`src/rtl/feistel_engine.sv`:
```
// Parametrised Blowfish-style Feistel engine: encrypts or decrypts one
// 64-bit block (L,R) against external P-array and four S-box SRAMs.
//
// Ports:
//   clk, reset          rising-edge clock, synchronous active-high reset
//   start, decrypt      block request (accepted while ready=1), mode bit
//   L, R                input block halves, sampled with an accepted start
//   ready, done         accept window (IDLE/DONE), one-cycle result strobe
//   sN_addr/sN_cs_l     S-box read requests, sN_out read data (RL later)
//   p_addr/p_cs_l       P-array read request, p_out read data (RL later)
//   resultL, resultR    output block, held until the next block finishes
module feistel_engine #(
  parameter int ROUNDS   = 16,
  parameter int READ_LAT = 2,
  parameter int P_AW     = 5
) (
  input  logic            clk,
  input  logic            reset,
  input  logic            start,
  input  logic            decrypt,
  input  logic [31:0]     L,
  input  logic [31:0]     R,
  output logic            ready,
  input  logic [31:0]     s1_out,
  input  logic [31:0]     s2_out,
  input  logic [31:0]     s3_out,
  input  logic [31:0]     s4_out,
  output logic [7:0]      s1_addr,
  output logic [7:0]      s2_addr,
  output logic [7:0]      s3_addr,
  output logic [7:0]      s4_addr,
  output logic            s1_cs_l,
  output logic            s2_cs_l,
  output logic            s3_cs_l,
  output logic            s4_cs_l,
  input  logic [31:0]     p_out,
  output logic [P_AW-1:0] p_addr,
  output logic            p_cs_l,
  output logic [31:0]     resultL,
  output logic [31:0]     resultR,
  output logic            done
);

  // Counter holds 0..N+1 so the final-round test never aliases.
  localparam int RW = $clog2(ROUNDS + 2);

  localparam logic [RW-1:0]   N_R   = RW'(ROUNDS);
  localparam logic [RW-1:0]   FIN_K = RW'(ROUNDS + 1);
  localparam logic [P_AW-1:0] LAST  = P_AW'(ROUNDS + 1);

  // Wait-state terminal counts: full latency for P-only waits,
  // latency-1 after a round request (the update cycle is the last).
  localparam logic [2:0] W_FULL = 3'(READ_LAT - 1);
  localparam logic [2:0] W_RND  =
    3'((READ_LAT > 1) ? (READ_LAT - 2) : 0);

  typedef enum logic [2:0] {
    S_IDLE,
    S_P0_WAIT,
    S_RND_REQ,
    S_RND_WAIT,
    S_RND_UPD,
    S_FIN_REQ,
    S_FIN_WAIT,
    S_DONE
  } state_t;

  state_t state;
  state_t nstate;

  logic [31:0]   r_l;
  logic [31:0]   r_r;
  logic          mode;
  logic [RW-1:0] round;
  logic [2:0]    wcnt;

  logic          full_last;
  logic          rnd_last;
  logic          accept;
  logic          waiting;
  logic [31:0]   f_val;

  // Decrypt walks the P-array from the top end.
  function automatic logic [P_AW-1:0] idx(
    input logic          dec,
    input logic [RW-1:0] k
  );
    logic [P_AW-1:0] kw;
    kw = P_AW'(k);
    return dec ? (LAST - kw) : kw;
  endfunction

  assign full_last = (wcnt == W_FULL);
  assign rnd_last  = (wcnt == W_RND);

  assign waiting = (state == S_P0_WAIT)
                || (state == S_RND_WAIT)
                || (state == S_FIN_WAIT);

  assign accept = start
               && ((state == S_IDLE) || (state == S_DONE));

  assign f_val = ((s1_out + s2_out) ^ s3_out) + s4_out;

  always_ff @(posedge clk) begin
    if (reset) begin
      state <= S_IDLE;
    end else begin
      state <= nstate;
    end
  end

  always_comb begin
    nstate  = state;
    ready   = 1'b0;
    done    = 1'b0;
    p_cs_l  = 1'b1;
    p_addr  = '0;
    s1_cs_l = 1'b1;
    s2_cs_l = 1'b1;
    s3_cs_l = 1'b1;
    s4_cs_l = 1'b1;
    s1_addr = 8'd0;
    s2_addr = 8'd0;
    s3_addr = 8'd0;
    s4_addr = 8'd0;
    unique case (state)
      S_IDLE: begin
        ready = 1'b1;
        if (start) begin
          p_cs_l = 1'b0;
          p_addr = idx(decrypt, '0);
          nstate = S_P0_WAIT;
        end
      end
      S_P0_WAIT: begin
        if (full_last) begin
          nstate = S_RND_REQ;
        end
      end
      S_RND_REQ: begin
        s1_cs_l = 1'b0;
        s2_cs_l = 1'b0;
        s3_cs_l = 1'b0;
        s4_cs_l = 1'b0;
        s1_addr = r_l[31:24];
        s2_addr = r_l[23:16];
        s3_addr = r_l[15:8];
        s4_addr = r_l[7:0];
        p_cs_l  = 1'b0;
        p_addr  = idx(mode, round);
        nstate  = (READ_LAT == 1) ? S_RND_UPD : S_RND_WAIT;
      end
      S_RND_WAIT: begin
        if (rnd_last) begin
          nstate = S_RND_UPD;
        end
      end
      S_RND_UPD: begin
        nstate = (round == N_R) ? S_FIN_REQ : S_RND_REQ;
      end
      S_FIN_REQ: begin
        p_cs_l = 1'b0;
        p_addr = idx(mode, FIN_K);
        nstate = S_FIN_WAIT;
      end
      S_FIN_WAIT: begin
        if (full_last) begin
          nstate = S_DONE;
        end
      end
      S_DONE: begin
        ready = 1'b1;
        done  = 1'b1;
        if (start) begin
          p_cs_l = 1'b0;
          p_addr = idx(decrypt, '0);
          nstate = S_P0_WAIT;
        end else begin
          nstate = S_IDLE;
        end
      end
      default: begin
        nstate = S_IDLE;
      end
    endcase
  end

  always_ff @(posedge clk) begin
    if (reset) begin
      r_l     <= 32'd0;
      r_r     <= 32'd0;
      mode    <= 1'b0;
      round   <= '0;
      wcnt    <= 3'd0;
      resultL <= 32'd0;
      resultR <= 32'd0;
    end else begin
      if (waiting && (nstate == state)) begin
        wcnt <= wcnt + 3'd1;
      end else begin
        wcnt <= 3'd0;
      end

      if (accept) begin
        r_l   <= L;
        r_r   <= R;
        mode  <= decrypt;
        round <= '0;
      end

      if ((state == S_P0_WAIT) && full_last) begin
        r_l   <= r_l ^ p_out;
        round <= RW'(1);
      end

      if (state == S_RND_UPD) begin
        r_l   <= r_r ^ f_val ^ p_out;
        r_r   <= r_l;
        round <= round + RW'(1);
      end

      if ((state == S_FIN_WAIT) && full_last) begin
        resultL <= r_r ^ p_out;
        resultR <= r_l;
      end
    end
  end

endmodule
```
`config.mk`:
```
export PLATFORM = sky130hd
export DESIGN_NAME = feistel_engine
export DESIGN_NICKNAME = d
export VERILOG_FILES = /design/src/rtl/feistel_engine.sv
export SDC_FILE = /design/constraint.sdc
export NUM_CORES = 1
export LEC_CHECK = 0
export BUFFER_PORTS_ARGS = -buffer_cell sky130_fd_sc_hd__buf_2
export CORE_MARGIN = 2
export CORE_UTILIZATION = 36
export CTS_CLUSTER_DIAMETER = 200
export DETAILED_ROUTE_END_ITERATION = 8
export GPL_TIMING_DRIVEN = 0
export PLACE_DENSITY = 0.62
export SETUP_SLACK_MARGIN = 0.3
export SLEW_MARGIN = 20
export SYNTH_ARGS = -nofsm -noshare
export SYNTH_HDL_FRONTEND = slang
export SYNTH_SLANG_ARGS = --single-unit
```
`constraint.sdc`:
```
create_clock -name clk -period 15 [get_ports clk]
set_input_delay 4.5 -clock clk [delete_from_list [all_inputs] [get_ports clk]]
set_output_delay 4.5 -clock clk [all_outputs]
set_load 0.03 [all_outputs]
```
==> results of run 1 <==
-- final cells by class --
| class | instances | share of cell area, % |
|---|---|---|
| inverters | 17 | 0.497 |
| flip-flops and latches | 140 | 21.8 |
| repair buffers | 334 | 13.0 |
| clock buffers | 20 | 3.56 |
| clock inverters | 11 | 0.740 |
| well taps | 378 | 3.68 |
| multi-input cells | 1039 | 54.4 |
| plain buffers | 68 | 2.08 |
| diodes | 8 | 0.156 |
-- worst max path at each step --
stage / startpoint / slack [ps] / end / cells past startpoint
6_report: start / 4250 / p_addr[0] / 7
2_1_floorplan: start / 4920 / p_addr[0] / 5
3_3_place_gp: start / 4300 / p_addr[0] / 7
5_1_grt: start / 4130 / p_addr[0] / 7
3_5_place_dp: start / 4250 / p_addr[0] / 7
4_1_cts: start / 4260 / p_addr[0] / 7
-- power by group through the flow --
stage          sequential (uW)  clock, uW  combinational (uW)
2_1_floorplan              413          0                 388
3_3_place_gp               423          0                 538
3_5_place_dp               423          0                 543
4_1_cts                    415        409                 548
5_1_grt                    417        421                 594
6_report                   416        405                 545
-- synthesized netlist by cell type (4+ instances only) --
master,number,share of area (%)
a2111oi_0,18,1.6
a211oi_1,36,2.7
a21o_1,33,2.4
a21oi_1,104,5.1
a311oi_1,43,3.7
a31oi_1,6,0.37
and2_1,38,2.3
and3_1,9,0.56
and4_1,5,0.43
clkbuf_1,63,2.3
dfxtp_1,140,28
ha_1,71,8.8
inv_1,17,0.63
nand2_1,176,6.5
nand2b_1,8,0.49
nand3_1,14,0.69
nor2_1,147,5.4
nor2b_1,12,0.74
nor3_1,12,0.59
o2111ai_1,5,0.43
o211ai_1,5,0.37
o21a_1,9,0.67
o21ai_0,41,2.0
o22ai_1,22,1.4
xnor2_1,101,8.7
xnor3_1,9,2.0
xor2_1,52,4.5
xor3_1,4,0.94
-- worst min-delay path, delay by kind of cell, from the launching register on --
family          cells  cell delay, ps
flops               1             300
simple gates        1              50
compound gates      1              50
-- logic make-up (layout without fill, tap and decap cells) --
kind of cell,after synthesis,count (layout),share of synthesized area [%]
other,0,8,0
flip-flops,140,140,27.7
adder cells (fa/ha/maj),73,73,9.17
multiplexers,2,2,0.210
AO/OA/AOI/OAI,357,357,24.1
buffers and inverters,85,450,3.27
AND/OR/NAND/NOR,440,440,19.2
XOR/XNOR,167,167,16.4
-- cell usage in the layout (no fill, tap or decap), types with 22 or more instances in the layout --
cell type	count
and2_1	38
xor2_1	52
xnor2_1	101
a21o_1	33
clkbuf_1	64
o21ai_0	41
a311oi_1	43
a21oi_1	104
buf_2	334
nor2_1	147
a211oi_1	36
ha_1	71
dfxtp_1	140
o22ai_1	22
nand2_1	176
-- metal layers --
layer  GRT usage [%]  share of wire (%)  vias up
met2            44.1                 48      431
met3            4.62                7.7       32
li1                -                  -     5219
met4            6.41                1.4        2
met1            32.6                 43     5033
met5               0              0.034        -
-- sequential cells by signal (all words and copies together), names as in the netlist --
signal   cells
mode         1
r_l         32
r_r         32
resultL     32
resultR     32
round        5
state        3
wcnt         3
-- stage by stage --
step | total power, uW | utilization [%] | hold slack [ps]
floorplan | 800 | - | 433
global placement | 961 | 44.3 | 443
detailed placement | 967 | 44.3 | 445
CTS | 1370 | 46.3 | 452
global route | 1430 | 46.3 | 463
finish | 1370 | 46.4 | 451
==> flow_summary.ini, run 1 <==
[placed_design]
dp_cells = 1976
place.gp.congestion = 0.913
dp_hpwl_mm = 31.2
dp_slack_ps = 4250
portBuffers = 334
placed_cell_area_sq_um = 12300

[worst_hold_path]
worstHoldPathCells = 2
min_to = resultR[26]
worstHoldPathType = reg2reg
hp-start = resultR[26]

[route]
wirelength_mm = 38.7
vias = 10717
dr.pass1.iters = 5
route.detailed.drc = 0
routedWlPerCell_um = 19.2
vias_per_cell = 5.32
drtAntennaViolNets = 0
drt_iter0_drc = 709

[cts]
cts_hold_buf = 0
clk_latency_ps = 440
postCtsResizedCells = 0
htree_num_levels = 4
cts_sinks = 140
post_cts_buffers = 0
root_buffer = clkbuf_16
cts_buffers = 17
cts_tree = built
path_clk_slew_ps = 60
clock_path_buffers = 2

[finish]
fin_cells = 2015
fillers = 2887
multiInputGateArea_sq_um = 6990
finalNetCount = 1918
final_design_area_no_fill_sq_um = 12800
ff_latch_area_sq_um = 2800
drive_above_1_share_pct = 23.8
area_growth_pct = 26.8

[run_status]
outcome = finished clean

[pwr]
p_int_uw = 875
p_switching_uw = 490
power_switching_share_pct = 35.9
leakage_uw = 0.00574
share_seq_of_total_power_pct = 30.4
cellPowerDensity_nw_per_um2 = 106
ir_drop_v = 0.0000630
pwr-share-clk_pct = 29.7
comb_power_share_pct = 39.9

[critical_path]
rr_worst_depth = 6
reg2reg_to = resultL[26]
start_kind = input port
critical_path.top_delay_family = buffers and inverters
reg2reg_slack_ps = 12110
cpPeakStageDelay_ps = 540
worstSetupEndpointType = output port
crit_path_top_delay_cell = clkbuf_1
reg2reg_from = wcnt[0]
required_ps = 10500
crit_type = in2out
cp_max_fo = 10
crit_path_cell_trace = buf_2, and2_1, clkbuf_1, clkbuf_1, a21oi_1, o21ai_0, buf_2
crit_buf_inv = 4
arrival_ps = 6250

[synth]
synth-edff-count = 0
syn_avg_cell_area_sq_um = 8.01
yosysWarnings = 0
ys_async_sr_fraction_pct = 0
synth_cells = 1264
synth_nets = 1565
seq_area_frac_synth_pct = 27.7
synth_area_sq_um = 10100
synth_seq_cells = 140
synth_cell_type_count = 69
ys.flop_type = dfxtp_1

[die]
dieWidth_um = 172
initial_core_util_pct = 36.5
die_y_um = 172
fp-row-count = 61
die-area_sq_um = 29500
ioPinCount = 336
core_area_sq_um = 27700

[sta]
finalHoldViolCount = 0
setup_viol = 0
skew_ps = 7.62
rsz0062_at_grt = false
setup_ws_ps = 4250
max_freq_mhz = 93.0
worstMarginPinSlew_ps = 1220
post-route-min-period_ps = 10750
slew_headroom_pct = 16.6
period_share_pct = 71.7
tns_ps = 0
finalMaxSlewViolations = 0

[grt]
grt_overflow = 0
grt_pass1_vias = 10105
grt_usage_pct = 25.5
grt_pass1_wl_mm = 56.6
grt_max_degree = 17
antenna_found_initial = 8

[job]
max-cap-violations = 0
(Power assumes the default switching activity.)
==> run 2, diff against run 1 <==
ABC_AREA = 1   (was not set)
PLACE_DENSITY = 0.61   (was 0.62)
clock period = 10.9 ns   (was 15 ns; I/O delays follow)
==> run 2 against run 1 <==
Hold slack improved by 11 ps. Sequential share of layout area fell by 2.0 points. Final area grew 10%. Clock skew grew 3.1 ps. Sequential power grew 38%. Combinational power grew 43%. First-iteration DRC count grew 22%. Via count is 19% higher. Largest cell class unchanged. Largest power group unchanged.
==> flow_summary.ini, run 2 <==
[sta]
tns_ps = 0
worstMarginPinSlew_ps = 856
finalMaxSlewViolations = 0
period_share_pct = 66.9
finalHoldViolCount = 0
rsz0062_at_grt = false
setup_ws_ps = 3610
post-route-min-period_ps = 7290
setup_viol = 0
max_freq_mhz = 137
slew_headroom_pct = 42.9
skew_ps = 10.7

[finish]
final_design_area_no_fill_sq_um = 14100
area_growth_pct = 25.0
finalNetCount = 2395
drive_above_1_share_pct = 20.6
fillers = 3286
final_cell_mix = nand2_1, buf_2, inv_1
final_common_cell = nand2_1

[cts]
cts_sinks = 140
clock_path_buffers = 2
path_clk_slew_ps = 60
root_buffer = clkbuf_16
htree_num_levels = 4
postCtsResizedCells = 0
cts_hold_buf = 0
post_cts_buffers = 0
clk_latency_ps = 440
cts_tree = built
cts_buffers = 17

[pwr]
leakage_uw = 0.00712
ir_drop_v = 0.000110
cellPowerDensity_nw_per_um2 = 142
share_seq_of_total_power_pct = 28.6
power_switching_share_pct = 37.8
comb_power_share_pct = 38.8
p_switching_uw = 756
p_int_uw = 1250
pwr-share-clk_pct = 32.6

[route]
drt_iter0_drc = 864
vias = 12799
vias_per_cell = 5.11
wirelength_mm = 44.9
routedWlPerCell_um = 17.9
dr.pass1.iters = 8
route.detailed.drc = 0
drtAntennaViolNets = 0

[grt]
grt_pass1_vias = 12360
antenna_found_initial = 5
grt_pass1_wl_mm = 68.2
grt_max_degree = 17
grt_usage_pct = 26.8
grt_overflow = 0

[critical_path]
arrival_ps = 4020
cpPeakStageDelay_ps = 200
reg2reg_from = state[0]
reg2reg_slack_ps = 8920
crit_path_top_delay_cell = buf_2
cp_max_fo = 4
reg2reg_to = r_l[22]
crit_path_cell_trace = buf_2, nand2_4, inv_4, a22oi_1, o31ai_1, buf_2
rr_worst_depth = 9
path_common_cell = buf_2
crit_buf_inv = 3
startpoint = start
worstSetupEndpointType = output port
worstSetupEndpoint = p_addr[0]
crit_type = in2out
start_kind = input port
crit_cells = 6
critical_path.top_delay_family = buffers and inverters
required_ps = 7630

[synth]
synth_top_area_share_pct = 24.8
synth.most_common_cell = nand2_1
synth.area.top_cells = dfxtp_1, nand2_1, ha_1
ys_async_sr_fraction_pct = 0
syn_avg_cell_area_sq_um = 6.50
synth_cell_type_count = 48
synth_cells = 1740
synth-edff-count = 0
synth_area_sq_um = 11300
synth_top_area_cell = dfxtp_1
seq_area_frac_synth_pct = 24.8
yosysWarnings = 0
ys.flop_type = dfxtp_1
synth_commonest_cells = nand2_1, inv_1, a21oi_1, nor2_1, o21ai_0
synth_seq_cells = 140
synth_nets = 2041

[die]
core_area_sq_um = 30700
initial_core_util_pct = 36.8
die-area_sq_um = 32900
ioPinCount = 336
dieWidth_um = 181
fp-row-count = 64
die_y_um = 181

[worst_hold_path]
worstHoldPathType = reg2reg
hp-start = resultL[27]

[run_status]
outcome = finished clean

[placed_design]
dp_slack_ps = 3610
place.gp.congestion = 0.900
portBuffers = 335
dp_hpwl_mm = 37.5
placed_cell_area_sq_um = 13500

[job]
max-cap-violations = 0
-- run 2: cell types whose count changed after synthesis, sizes merged, moves of 32 or more --
cell / delta
a311oi: -43
inv: +197
buf: +32
and2: -37
nand3: +46
a21oi: +69
nand2: +198
a31oi: +62
xnor2: -41
o21ai: +142
clkbuf: -32
-- run 2: stage by stage --
| step | total power [uW] | hold slack [ps] | util (%) | instances |
|---|---|---|---|---|
| after floorplan | 1120 | 433 | - | 1740 |
| after global placement | 1340 | 446 | 43.8 | 2471 |
| after detailed placement | 1350 | 456 | 43.8 | 2471 |
| after CTS | 2000 | 465 | 46.0 | 2502 |
| after global routing | 2120 | 483 | 46.0 | 2503 |
| final | 2000 | 462 | 46.0 | 2505 |
-- run 2: final cells by class --
class                      count  area [sq um]  area share, %
antenna                        3          7.51         0.0531
buffer                        68           355           2.51
clock buffer                  20           457           3.23
clock inverter                11           191           1.35
inverter                     215           815           5.76
multi-input combinational   1317          7340           51.9
sequential                   140          2800           19.8
tap                          396           495           3.50
timing repair buffer         335          1680           11.9
-- run 2: worst min path at each step --
stage                       end  slack (ps)  depth (start not counted)
floorplan               wcnt[0]         430                          1
global placement    resultL[15]         450                          2
detailed placement  resultL[13]         460                          2
CTS                 resultL[13]         460                          2
global route            wcnt[0]         480                          1
finish              resultL[27]         460                          2
-- run 2: routing by layer --
| metal | part of all wire, % | GRT usage [%] |
|---|---|---|
| met5 | 0.089 | 0 |
| met4 | 2.8 | 9.01 |
| met3 | 7.4 | 4.80 |
| met2 | 46 | 45.6 |
| met1 | 43 | 34.1 |
-- run 2: worst min-delay path: cells and delay by family, from the launching register on --
family	cells	cell delay, ps
flip-flops	1	310
AND/OR/NAND/NOR	1	60
AO/OA/AOI/OAI	1	50
-- run 2: cells by family (layout without fill, tap and decap cells) --
kind of cell / count (synthesis) / count (layout) / synth area share [%]
AND/OR/NAND/NOR: 632 / 632 / 23.0
AO/OA/AOI/OAI: 473 / 473 / 22.9
buffers and inverters: 283 / 649 / 10.3
flip-flops: 140 / 140 / 24.8
XOR/XNOR: 139 / 139 / 10.8
adder cells (fa/ha/maj): 73 / 73 / 8.21
other: 0 / 3 / 0
-- run 2: power by group through the flow --
stage	clock network, uW	logic, uW	registers (uW)
global route	675	873	575
global placement	0	764	580
floorplan	0	544	572
CTS	654	775	570
finish	652	777	572
detailed placement	0	771	581
